File: config.mk
export PLATFORM = sky130hd
export DESIGN_NAME = key_load_unit
export DESIGN_NICKNAME = d
export VERILOG_FILES = /design/src/rtl/key_load_unit.sv
export SDC_FILE = /design/constraint.sdc
export NUM_CORES = 1
export LEC_CHECK = 0
export ABC_AREA = 1
export CAP_MARGIN = 10
export CORE_AREA = 2 2 45 47
export CTS_BUF_LIST = sky130_fd_sc_hd__clkbuf_16
export DETAILED_ROUTE_END_ITERATION = 8
export DIE_AREA = 0 0 47 49
export PLACE_DENSITY_LB_ADDON = 0.05
export SKIP_CTS_REPAIR_TIMING = 1
export SLEW_MARGIN = 20
export SYNTH_ARGS = -nofsm -noshare
export SYNTH_HDL_FRONTEND = slang
export SYNTH_SLANG_ARGS = --single-unit
File: constraint.sdc
create_clock -name CK -period 1.33 [get_ports CK]
set_input_delay 0.399 -clock CK [delete_from_list [all_inputs] [get_ports CK]]
set_output_delay 0.399 -clock CK [all_outputs]
set_load 0.01 [all_outputs]
File: src/rtl/key_load_unit.sv
// Serial key loader for a logic-locked core: shifts the key in, checks even parity,
// and only then drives it onto keyinput. Optional fail lockout under KEY_LOAD_LOCKOUT_EN.
module key_load_unit #(
  parameter int               KEY_W       = 3,
  parameter logic [KEY_W-1:0] DEFAULT_KEY = {KEY_W{1'b0}},
  parameter int               MAX_FAIL    = 3
) (
  input  logic             CK,
  input  logic             RST,
  input  logic             start,
  input  logic             kbit,
  input  logic             kvalid,
  output logic             kready,
  output logic [KEY_W-1:0] keyinput,
  output logic             key_valid,
  output logic             key_err,
  output logic             busy,
  output logic             lockout
);

  localparam int             CW       = $clog2(KEY_W + 1);
  localparam logic [CW-1:0]  PAR_BEAT = CW'(KEY_W);

`ifdef KEY_LOAD_LOCKOUT_EN
  typedef enum logic [2:0] {IDLE, SHIFT, CHECK, LOADED, LOCKOUT} state_t;
  localparam int FW = $clog2(MAX_FAIL + 1);
  logic [FW-1:0] fail_cnt;
  logic          fail_limit;
  assign fail_limit = (fail_cnt + FW'(1)) == FW'(MAX_FAIL);
`else
  typedef enum logic [1:0] {IDLE, SHIFT, CHECK, LOADED} state_t;
`endif

  state_t           state, state_nxt;
  logic [KEY_W-1:0] shadow;
  logic             par_bit;
  logic [CW-1:0]    cnt;
  logic             beat;
  logic             parity_ok;

  assign beat      = kvalid && kready;
  assign parity_ok = ~(^shadow ^ par_bit);

  always_ff @(posedge CK) begin
    if (RST) state <= IDLE;
    else     state <= state_nxt;
  end

  always_comb begin
    state_nxt = state;
    case (state)
      IDLE, LOADED: if (start) state_nxt = SHIFT;
      SHIFT:        if (beat && cnt == PAR_BEAT) state_nxt = CHECK;
      CHECK: begin
        if (parity_ok) state_nxt = LOADED;
`ifdef KEY_LOAD_LOCKOUT_EN
        else if (fail_limit) state_nxt = LOCKOUT;
`endif
        else state_nxt = IDLE;
      end
`ifdef KEY_LOAD_LOCKOUT_EN
      LOCKOUT:      state_nxt = LOCKOUT;
`endif
      default:      state_nxt = IDLE;
    endcase
  end

  // The parity beat is parked in par_bit rather than advancing cnt, so cnt never wraps.
  always_ff @(posedge CK) begin
    if (RST) begin
      shadow    <= '0;
      par_bit   <= 1'b0;
      cnt       <= '0;
      keyinput  <= DEFAULT_KEY;
      key_valid <= 1'b0;
      key_err   <= 1'b0;
`ifdef KEY_LOAD_LOCKOUT_EN
      fail_cnt  <= '0;
`endif
    end else begin
      case (state)
        IDLE, LOADED: begin
          if (start) begin
            keyinput  <= DEFAULT_KEY;
            key_valid <= 1'b0;
            key_err   <= 1'b0;
            cnt       <= '0;
          end
        end
        SHIFT: begin
          if (beat) begin
            if (cnt == PAR_BEAT) begin
              par_bit <= kbit;
            end else begin
              for (int i = 0; i < KEY_W; i++) begin
                if (cnt == CW'(i)) shadow[i] <= kbit;
              end
              cnt <= cnt + CW'(1);
            end
          end
        end
        CHECK: begin
          if (parity_ok) begin
            keyinput  <= shadow;
            key_valid <= 1'b1;
`ifdef KEY_LOAD_LOCKOUT_EN
            fail_cnt  <= '0;
`endif
          end else begin
            key_err   <= 1'b1;
`ifdef KEY_LOAD_LOCKOUT_EN
            fail_cnt  <= fail_cnt + FW'(1);
`endif
          end
        end
        default: ;
      endcase
    end
  end

  always_comb begin
    kready  = (state == SHIFT);
    busy    = (state == SHIFT) || (state == CHECK);
`ifdef KEY_LOAD_LOCKOUT_EN
    lockout = (state == LOCKOUT);
`else
    lockout = 1'b0;
`endif
  end

endmodule

==> flow_summary.json <==
{
  "period_share": 1.09,
  "synth_edf_count": 0,
  "maxCapViolCount": 0,
  "die_h_um": 49,
  "ant_nets": 0,
  "io_pins": 13,
  "area_delta_synth_final_pct": 54.7,
  "fmax_mhz": 691,
  "pwr-share-comb": 0.553,
  "multi_input_area_um2": 541,
  "syn-instance-count": 114,
  "grtUsageMet2": 0.242,
  "violations": "negative setup slack",
  "ys.flop_type": "dfxtp_1",
  "synth_area_per_cell_um2": 6.86,
  "num-fill-cells": 155,
  "seq_power_share": 0.231,
  "finalHoldViolCount": 0,
  "nNetsFinal": 151,
  "io_buffers": 11,
  "ys_warn_count": 0,
  "tritoncts": "yes",
  "worst_slack_ns": -0.118,
  "hold_slack_ns": 0.469,
  "power_frac_clock": 0.216,
  "yosysMostFrequentCell": "nand2_1",
  "grt_setup_unrepaired": "true",
  "total_power_mw": 2.58,
  "switching_share": 0.386,
  "async_reset_ff_frac": 0,
  "wl_mm": 1.74,
  "final_layout_size_suffix_gt1_frac": 0.370,
  "grt_overflow": 0,
  "drtIter0Drc": 9,
  "vias": 769,
  "setup_viol": 8,
  "ir_drop_mv": 1.16,
  "regArea_um2": 265,
  "cts_num_sinks": 13,
  "viasPerCell": 4.66,
  "status": "finished, violations left",
  "switchingPower_mw": 0.996,
  "grt_usage": 0.157,
  "syn-num-nets": 126,
  "fin_skew_ns": 0.00106,
  "root_buffer": "clkbuf_16",
  "synth_top_area_frac": 0.333,
  "ys_types": 22,
  "h-tree-depth": 1,
  "clk_path_buf_depth": 2,
  "use_met3": 0.0333,
  "internal_power_mw": 1.58,
  "drc": 0,
  "post_drt_wl_per_cell_um": 10.6,
  "placedInstanceArea_um2": 973,
  "power.density_nw_per_um2": 2130,
  "antenna_found_initial": 0,
  "clkTransAtPathRegs_ns": 0.05,
  "p_leak_nw": 0.617,
  "dp_hpwl_mm": 1.21,
  "num_rows": 16,
  "core_area_um2": 1840,
  "crit_chain": "inv_2, ha_4, inv_2, clkbuf_2",
  "pre_cts_ws_ns": -0.339,
  "crit_slowest_cell": "dfxtp_2",
  "grt_pass1_vias": 653,
  "initial_core_util": 0.425,
  "die-area_um2": 2300,
  "yosys-top-cells-count": "nand2_1 (36), dfxtp_1 (13), inv_1 (12)",
  "yosysTopAreaCell": "dfxtp_1",
  "synth_area_leaders": "dfxtp_1 (33%), nand2_1 (17%), ha_1 (11%)",
  "ys_seq_area_frac": 0.333,
  "die_w_um": 47,
  "numCtsBuffers": 3,
  "gp_congestion": 0.772,
  "crit_required_ns": 0.93,
  "syn_area_um2": 782,
  "grt_max_degree": 9,
  "critPathMaxStageDelay_ns": 0.34,
  "diodes": 0,
  "period_minus_slack_ns": 1.45,
  "dp_cells": 158,
  "critPathKind": "flop to output port",
  "ys_ff_latch": 13,
  "stdcell_count": 165,
  "path_max_fanout": 2,
  "crit_top_cell": "inv_2",
  "min_path_type": "flop to flop",
  "firstDrtPassIters": 4,
  "start_kind": "flop",
  "grtUsageMet1": 0.205,
  "clock_latency_ns": 0.24,
  "drv_slew": 0,
  "grt_first_pass_wirelength_mm": 2.68,
  "endpoint_kind": "output port",
  "grt.busiest_layer": "met2",
  "arrival_ns": 1.05,
  "final_cell_area_um2": 1210
}
==> critical path: cells and delay by family, from the launching register on <==
family     cells  cell delay (ns)
flops          1             0.34
fa+ha+maj      1             0.26
buf+inv        3             0.21
==> power groups by stage <==
stage	Clock (mW)	Combinational (mW)	Sequential (mW)
5_1_grt	0.591	1.57	0.611
3_5_place_dp	0	1.09	0.587
4_1_cts	0.571	1.10	0.579
2_1_floorplan	0	0.651	0.603
3_3_place_gp	0	1.09	0.578
6_report	0.558	1.43	0.596
==> placed cells by master (no fill, tap or decap) <==
cell type / Yosys / routed
a211oi_2: 0 / 2
a21oi_1: 11 / 8
a21oi_2: 0 / 3
buf_4: 1 / 7
buf_6: 0 / 5
clkbuf_16: 0 / 3
clkbuf_2: 0 / 1
clkdlybuf4s50_1: 0 / 3
conb_1: 1 / 1
dfxtp_1: 13 / 11
dfxtp_2: 0 / 1
dfxtp_4: 0 / 1
dlymetal6s2s_1: 0 / 6
ha_1: 7 / 5
ha_4: 0 / 2
inv_1: 12 / 10
inv_2: 6 / 7
inv_4: 0 / 2
nand2_1: 36 / 28
nand2_2: 1 / 8
nand2_4: 0 / 1
nand3_1: 2 / 1
nand3_2: 2 / 2
nand3_4: 0 / 1
nand4_1: 1 / 1
nor2_1: 7 / 7
nor2_4: 1 / 1
nor3_4: 0 / 1
o21ai_0: 2 / 2
o21ai_1: 3 / 2
o21ai_2: 1 / 2
o31ai_1: 2 / 1
o31ai_2: 0 / 1
or2_1: 1 / 1
==> logic make-up (layout without fill, tap and decap cells) <==
| family | count (synthesis) | in the layout | share of synthesized area |
|---|---|---|---|
| AO/OA/AOI/OAI | 21 | 21 | 0.152 |
| adder cells (fa/ha/maj) | 7 | 7 | 0.112 |
| buffers and inverters | 20 | 44 | 0.102 |
| flip-flops | 13 | 13 | 0.333 |
| other | 1 | 1 | 0.00480 |
| AND/OR/NAND/NOR | 52 | 52 | 0.296 |
==> path summary, 6_finish.rpt <==
check | cells past startpoint | end | slack (ns) | startpoint
min | 2 | key_err | 0.47 | key_err
max | 4 | busy | -0.12 | state[0]
max reg2reg | 10 | keyinput[2] | -0.06 | state[0]
min reg2reg | 2 | key_err | 0.47 | key_err
==> final cells by class <==
type                    instances  share of cell area
repair buffers                 22               0.181
clock inverters                 1             0.00310
clock buffers                   3              0.0620
flip-flops and latches         13               0.219
multi-input cells              81               0.447
well taps                      27              0.0279
inverters                      18              0.0600
==> registers in the layout (all words and copies together), names as in the netlist <==
name / flops
key_err: 1
keyinput: 3
key_valid: 1
par_bit: 1
state: 2
shadow: 3
cnt: 2
==> routing by layer <==
layer | share of wire | routed length [um] | vias up
met4 | 0.0075 | 13 | 0
met3 | 0.024 | 41 | 2
li1 | - | - | 408
met2 | 0.51 | 894 | 7
met5 | 0 | 0 | -
met1 | 0.46 | 794 | 352
==> per-stage QoR <==
step	util	setup TNS [ns]
2_1_floorplan	-	-0.00431
3_3_place_gp	0.529	-2.34
3_5_place_dp	0.529	-2.50
4_1_cts	0.571	-2.93
5_1_grt	0.657	-1.27
6_report	0.657	-0.337
Power figures use the tool's default switching activity.
